--- src/rtl/jtframe_prog_loader.sv ---
`default_nettype none
// ============================================================================
// Module   : jtframe_prog_loader
// Purpose  : Accepts the ROM-download byte stream coming from the base
//            (ioctl_*) and replays it as SDRAM programming writes (prog_*).
//            Bytes are buffered in a small FIFO so the base never waits on
//            the SDRAM controller. Each write is held until prog_rdy accepts
//            it. dwnld_busy stays high until the final byte is committed.
// Ports    :
//   clk_rom      in   SDRAM clock, all logic on its rising edge
//   rst          in   synchronous active-high reset
//   downloading  in   download window from the base
//   ioctl_addr   in   [AW-1:0] byte address of incoming byte
//   ioctl_data   in   [7:0] incoming byte
//   ioctl_wr     in   one-cycle strobe, byte valid
//   prog_addr    out  [AW-1:0] 16-bit word address {1'b0, byte_addr[AW-1:1]}
//   prog_data    out  [7:0] byte to write
//   prog_mask    out  [1:0] active-low byte-lane enables
//   prog_we      out  write request, held until accepted
//   prog_rdy     in   controller accepts current write when high at an edge
//   dwnld_busy   out  high while any download work is pending
//   overflow     out  sticky, a byte was dropped on a full FIFO
// Revision : 1.0 - initial release
// ============================================================================
module jtframe_prog_loader #(
    parameter int AW      = 22,
    parameter int FIFO_AW = 2,
    parameter int SWAB    = 0
) (
    input  logic          clk_rom,
    input  logic          rst,
    input  logic          downloading,
    input  logic [AW-1:0] ioctl_addr,
    input  logic [7:0]    ioctl_data,
    input  logic          ioctl_wr,
    output logic [AW-1:0] prog_addr,
    output logic [7:0]    prog_data,
    output logic [1:0]    prog_mask,
    output logic          prog_we,
    input  logic          prog_rdy,
    output logic          dwnld_busy,
    output logic          overflow
);

    localparam int              c_DEPTH   = 1 << FIFO_AW;
    localparam int              c_EW      = AW + 8;
    localparam logic            c_SWAB    = (SWAB != 0);
    localparam logic [FIFO_AW:0] c_PTR_ONE = {{FIFO_AW{1'b0}}, 1'b1};

    typedef enum logic [0:0] {
        S_IDLE  = 1'b0,
        S_WRITE = 1'b1
    } state_t;

    state_t              state_q;
    logic [c_EW-1:0]     fifo_q [c_DEPTH];
    logic [FIFO_AW:0]    wr_ptr_q;
    logic [FIFO_AW:0]    rd_ptr_q;
    logic [FIFO_AW:0]    wr_ptr_d;
    logic [FIFO_AW:0]    rd_ptr_d;
    logic                downloading_q;
    logic                overflow_q;
    logic                overflow_d;
    logic                busy_q;
    logic                prog_we_q;
    logic [AW-1:0]       prog_addr_q;
    logic [7:0]          prog_data_q;
    logic [1:0]          prog_mask_q;

    logic                fifo_empty;
    logic                fifo_full;
    logic                accept;
    logic                pop;
    logic                push_req;
    logic                push;
    logic                drop;
    logic [c_EW-1:0]     head;
    logic [AW-1:0]       head_addr;
    logic [7:0]          head_data;
    logic [AW-1:0]       head_word;
    logic [1:0]          head_mask;

    // Pointers carry one extra wrap bit: equal pointers mean empty, pointers
    // that differ only in the wrap bit mean full.
    always_comb begin
        fifo_empty = (wr_ptr_q == rd_ptr_q);
        fifo_full  = (wr_ptr_q[FIFO_AW] != rd_ptr_q[FIFO_AW]) &&
                     (wr_ptr_q[FIFO_AW-1:0] == rd_ptr_q[FIFO_AW-1:0]);
        accept     = (state_q == S_WRITE) && prog_rdy;
        // Pop either to start a write from IDLE or to chain the next write
        // on the very edge the current one is accepted.
        pop        = !fifo_empty && ((state_q == S_IDLE) || accept);
        push_req   = ioctl_wr && downloading;
        // A simultaneous pop frees a slot, so a full FIFO can still accept.
        push       = push_req && (!fifo_full || pop);
        drop       = push_req && fifo_full && !pop;

        wr_ptr_d   = push ? (wr_ptr_q + c_PTR_ONE) : wr_ptr_q;
        rd_ptr_d   = pop  ? (rd_ptr_q + c_PTR_ONE) : rd_ptr_q;

        // Overflow is sticky for the whole download; a new download window
        // starts clean. A drop on that same edge still wins.
        overflow_d = overflow_q;
        if (downloading && !downloading_q) begin
            overflow_d = 1'b0;
        end
        if (drop) begin
            overflow_d = 1'b1;
        end

        head       = fifo_q[rd_ptr_q[FIFO_AW-1:0]];
        head_addr  = head[c_EW-1:8];
        head_data  = head[7:0];
        head_word  = {1'b0, head_addr[AW-1:1]};
        // Even byte goes to the low lane (mask 2'b10) unless lanes are swapped.
        head_mask  = (head_addr[0] ^ c_SWAB) ? 2'b01 : 2'b10;
    end

    // FIFO storage carries no reset; validity is tracked by the pointers.
    always_ff @(posedge clk_rom) begin
        if (push) begin
            fifo_q[wr_ptr_q[FIFO_AW-1:0]] <= {ioctl_addr, ioctl_data};
        end
    end

    always_ff @(posedge clk_rom) begin
        if (rst) begin
            state_q       <= S_IDLE;
            wr_ptr_q      <= '0;
            rd_ptr_q      <= '0;
            downloading_q <= 1'b0;
            overflow_q    <= 1'b0;
            busy_q        <= 1'b0;
            prog_we_q     <= 1'b0;
            prog_addr_q   <= '0;
            prog_data_q   <= '0;
            prog_mask_q   <= 2'b11;
        end else begin
            wr_ptr_q      <= wr_ptr_d;
            rd_ptr_q      <= rd_ptr_d;
            downloading_q <= downloading;
            overflow_q    <= overflow_d;
            busy_q        <= downloading | !fifo_empty | prog_we_q;

            case (state_q)
                S_IDLE: begin
                    if (pop) begin
                        prog_addr_q <= head_word;
                        prog_data_q <= head_data;
                        prog_mask_q <= head_mask;
                        prog_we_q   <= 1'b1;
                        state_q     <= S_WRITE;
                    end
                end
                S_WRITE: begin
                    // No timeout: the request is held for as long as the
                    // controller keeps prog_rdy low.
                    if (accept) begin
                        if (pop) begin
                            prog_addr_q <= head_word;
                            prog_data_q <= head_data;
                            prog_mask_q <= head_mask;
                        end else begin
                            prog_we_q   <= 1'b0;
                            state_q     <= S_IDLE;
                        end
                    end
                end
                default: begin
                    state_q   <= S_IDLE;
                    prog_we_q <= 1'b0;
                end
            endcase
        end
    end

    assign prog_addr  = prog_addr_q;
    assign prog_data  = prog_data_q;
    assign prog_mask  = prog_mask_q;
    assign prog_we    = prog_we_q;
    assign dwnld_busy = busy_q;
    assign overflow   = overflow_q;

endmodule
`default_nettype wire
--- config.mk ---
export PLATFORM = sky130hd
export DESIGN_NAME = jtframe_prog_loader
export DESIGN_NICKNAME = d
export VERILOG_FILES = /design/src/rtl/jtframe_prog_loader.sv
export SDC_FILE = /design/constraint.sdc
export NUM_CORES = 1
export LEC_CHECK = 0
export ABC_CLOCK_PERIOD_IN_PS = 4100
export CORE_ASPECT_RATIO = 1.4
export CORE_MARGIN = 5
export CORE_UTILIZATION = 58
export DETAILED_ROUTE_END_ITERATION = 7
export DONT_BUFFER_PORTS = 1
export GPL_TIMING_DRIVEN = 1
export PLACE_DENSITY = 0.74
export SKIP_LAST_GASP = 1
export SLEW_MARGIN = 15
export SYNTH_ARGS = -nofsm -noshare
export SYNTH_HDL_FRONTEND = slang
export SYNTH_SLANG_ARGS = --single-unit
export TNS_END_PERCENT = 1
--- constraint.sdc ---
create_clock -name clk_rom -period 4.1 [get_ports clk_rom]
set_input_delay 1.025 -clock clk_rom [delete_from_list [all_inputs] [get_ports clk_rom]]
set_output_delay 1.025 -clock clk_rom [all_outputs]
set_load 0.005 [all_outputs]
Yosys cells after proc, flatten, opt, wreduce, memory -nomap -nowiden
Memory sizes are Yosys's and may differ from the RTL's. A register that Yosys moved wholly into a read port is not among the register bits. Cells that the tools add are included.

Output and inout port bits: 35. Register bits: 43. Memories kept: 1. Memory bits (writable): 120. Bits of input ports: 35.

Memory list: fifo_q (depth 4, width 30, rd ports 1, clocked after Yosys merged registers in 1, write ports 1, RTL line 56) `logic [c_EW-1:0] fifo_q [c_DEPTH];`.

Bitwise operators: 3. Mux-type cells: 23. Eq/ne operators: 6. Reduce and logical (&&, ||, !) cells: 16. $add $sub $neg: 2.

Operators with widths (number): 2-to-1 mux 22 bit (2); case mux 22 bit (2 select lines) (1); 2-to-1 mux 8 bit (2); case mux 8 bit (2 select lines) (1); 2-to-1 mux 2 bit (5); 2-to-1 mux 1 bit (9); logical AND 1 bit (8); adder 3 x 1 -> 3 bit (second input constant) (2); logical NOT 1 bit (4); inequality test 2 bit (second input constant) (2); case mux 1 bit (2 select lines) (2); case mux 2 bit (2 select lines) (1); equality test 3 bit (1); AND reduction 3 bit (1); equality test 2 bit (1); logical OR 1 bit (2); inequality test 2 x 1 -> 1 bit (second input constant) (1); bitwise OR 1 bit (2); nonzero test 2 bit (1); inequality test 1 bit (1); NOT 1 bit (1).

Longest topological paths before layout
Word-level depth: 7. Depth in mapped cells: 5. Depth with buffers taken out: 5.

Worst setup path before layout
Ideal clock, no wire load.

Path type: input to register. Start: input prog_rdy. End: memory fifo_q[1][0] (netlist name) (enable). Path slack: 1513 ps. Required time: 3710 ps. Buffers on the path: 0. Cell stages on the path: 3. Library setup time: 390 ps. Arrival time: 2197 ps. Cells stage by stage: nor2b_1 > a41oi_2 > and2_1.

Longest elaborated chain between the ends: 7.

Ends and longest elaborated chain: start, declared (RTL line 40) `input logic prog_rdy,`; logical AND 1 bit (RTL line 89) `accept = (state_q == S_WRITE) && prog_rdy;`; logical OR 1 bit (RTL line 92) `pop = !fifo_empty && ((state_q == S_IDLE) || accept);`; logical AND 1 bit (RTL line 92); logical OR 1 bit (RTL line 95) `push = push_req && (!fifo_full || pop);`; logical AND 1 bit (RTL line 95); 2-to-1 mux 1 bit (RTL line 121) `if (push) begin`; 2-to-1 mux 1 bit (not written as such) (RTL line 122) `fifo_q[wr_ptr_q[FIFO_AW-1:0]] <= {ioctl_addr, ioctl_data};`; end, declared (RTL line 56).

Every way passes these cells.

Worst setup path after layout
Start: input prog_rdy. End: memory fifo_q[0][11] (netlist name) (enable).

The elaborated chain is that of the path after synthesis.

==> results.txt <==
status = completed
Hold Vio Cnt, Final = 0
worst-margin pin slew = 0.911 ns
I/O Buffers = 0
clock root buffer = clkbuf_16
PD cells = 673 nW/µm²
RSZ-0062 raised after global routing = false
post-synth cell types = 33
cell count of the worst reg-to-reg path = 3
post-layout min period = 2.22 ns
Static Leak = 2.21 nW
Antenna Diode Count = 0
Post-Syn Area per Cell = 17.0 µm²
Area growth syn-to-layout = 12.2%
commonest non-fill, non-tap cell in the layout = edfxtp_1
post-CTS setup buffer count = 0
max cap viols = 0
final critical-path share of the clock period = 0.542
Yosys warnings = 0
setup violators final = 0
RD Place Congestion = 0.715
hold crit path type = register to register
R2R setup slack = 1.94 ns
GR Overflow Total = 0
Longest Clk Path Bufs = 2
Crit Path Category = input pin to register
CP arrival = 2.27 ns
CTS Buf Count = 17
initial antenna violation count = 0
post-route ant nets = 0
H-tree Lvls = 4
vias in the first global route = 3057
DP HPWL = 6310 µm
Die H = 131 µm
DR vias = 2903
post-synth design cell area = 6070 µm²
first-pass GRT wire length = 16300 µm
GRT Util Overall = 0.181
core area = 10300 µm²
final total negative setup slack = 0 ns
clock latency on the worst-skew pair = 0.41 ns
clock sinks = 164
Max-slew headroom = 0.393
Detailed Routing Iterations Pass 1 = 4
CP max FO = 30
largest net degree at the start of global routing = 44
CTS clock-pin slew for the worst setup and hold paths = 0.06 ns
DRC = 0
CTS Hold Bufs = 0
# IOs = 70
Fmax = 450 MHz
initial core utilization = 0.590
Worst Skew = 0.00771 ns
Avg WL per Cell = 20.4 µm
layout filler cell count = 705
post-synth net total = 397
WHS Path Cells = 2
Post-Syn Instances = 357
worst vdd ir = 0.411 mV
Max Slew Vio Count = 0
post-layout net count = 402
initial detailed-routing violation count = 206
die area = 12600 µm²
sequential share of the synthesized area = 0.739
CP required = 4.15 ns
vias per cell = 5.66
routed wire length = 10500 µm
row count = 44
commonest non-fill, non-tap cells in the layout = edfxtp_1 (120), nand2_1 (61), dfxtp_1 (43), a21oi_1 (33), mux4_2 (30)
Die X = 96.5 µm
post_cts resized = 0
CP endpoint kind = register
hold_ws = 0.469 ns
ratio of cells with drive above 1 in the final layout = 0.195
crit path launch type = input pin
CTS tree = done
#FFs+latches synth = 164
worst max-delay path, cell delays in order:
cell and delay [ns]:
nor2b_1 0.41, a41oi_2 0.28, and2_2 0.53
synth_stat cells:
cell type | count | area share
ha_1 | 5 | 0.010
dfxtp_1 | 44 | 0.15
o21bai_1 | 1 | 0.0012
nand3_1 | 1 | 0.00082
nand4_1 | 1 | 0.0010
nand2_1 | 61 | 0.038
and2_1 | 4 | 0.0041
xnor2_2 | 2 | 0.0054
xor2_2 | 1 | 0.0027
nor2b_1 | 2 | 0.0021
nand2b_1 | 1 | 0.0010
a41oi_2 | 2 | 0.0054
a21oi_1 | 33 | 0.027
mux4_2 | 30 | 0.11
a311oi_1 | 1 | 0.0014
o21ai_0 | 3 | 0.0025
nor2_1 | 9 | 0.0056
inv_1 | 4 | 0.0025
a211o_1 | 1 | 0.0014
buf_2 | 6 | 0.0049
clkbuf_1 | 6 | 0.0037
a31oi_1 | 1 | 0.0010
or3_1 | 1 | 0.0010
nor3_1 | 1 | 0.00082
edfxtp_1 | 120 | 0.59
o31ai_4 | 1 | 0.0035
xnor2_1 | 4 | 0.0058
mux2i_1 | 1 | 0.0016
buf_4 | 5 | 0.0062
xor2_1 | 2 | 0.0029
conb_1 | 1 | 0.00062
a31oi_4 | 1 | 0.0035
buf_6 | 1 | 0.0019
metrics by stage:
stage	area, µm²	cells	utilization	worst slack, ns	total power [W]
2_1_floorplan	6070	357	-	1.51	0.00286
3_3_place_gp	6190	481	0.601	1.50	0.00299
3_5_place_dp	6190	481	0.601	1.45	0.00302
4_1_cts	6810	513	0.661	1.88	0.00463
5_1_grt	6810	513	0.661	1.78	0.00482
6_report	6810	513	0.661	1.88	0.00458
state kept, by name, summed over array words and instances (netlist names), named ones only:
name,cells
downloading_q,1
dwnld_busy,1
fifo_q,120
overflow,1
prog_addr,21
prog_data,8
prog_mask,2
prog_we,1
rd_ptr_q,3
state_q,1
wr_ptr_q,3
path summary, 6_finish.rpt:
kind | start | to
worst max-delay path | prog_rdy | fifo_q[0][11]$_DFFE_PP_
worst min-delay path | prog_data[5]$_SDFFE_PP0P_ | prog_data[5]$_SDFFE_PP0P_
worst max register to register | wr_ptr_q[0]$_SDFFE_PP0P_ | fifo_q[0][11]$_DFFE_PP_
worst min register to register | prog_data[5]$_SDFFE_PP0P_ | prog_data[5]$_SDFFE_PP0P_
final cells by class:
cell class | instances | area (µm²) | area share
Clock buffer | 25 | 529 | 0.0777
Clock inverter | 7 | 91.3 | 0.0134
Inverter | 4 | 15.0 | 0.00221
Multi-Input combinational cell | 171 | 1480 | 0.218
Sequential cell | 164 | 4490 | 0.659
Tap cell | 138 | 173 | 0.0254
Timing Repair Buffer | 4 | 30.0 | 0.00441
cells by family (layout without fill, tap and decap cells):
group	after synthesis	in the layout	share of synthesized area
muxes	31	31	0.113
buffers and inverters	22	40	0.0192
xor gates and xnor gates	9	9	0.0167
and+or+nand+nor	81	81	0.0542
adders and majority gates	5	5	0.0103
AOI/OAI and AO/OA	44	44	0.0472
other	1	1	0.000618
DFF	164	164	0.739
per-layer routing:
metal	global-route usage	up-vias	share of wire
met5	0	-	0
met4	0.0743	0	0.012
met3	0.0556	9	0.055
met2	0.310	78	0.56
met1	0.210	1470	0.37
li1	-	1346	-
power by group:
| group | switching, W | internal [W] | total, W |
|---|---|---|---|
| Clock | 0.000593 | 0.00102 | 0.00161 |
| Sequential | 0.000149 | 0.00195 | 0.00210 |
| Combinational | 0.000468 | 0.000396 | 0.000864 |
| Total | 0.00121 | 0.00337 | 0.00458 |
Power figures use the tool's default switching activity.
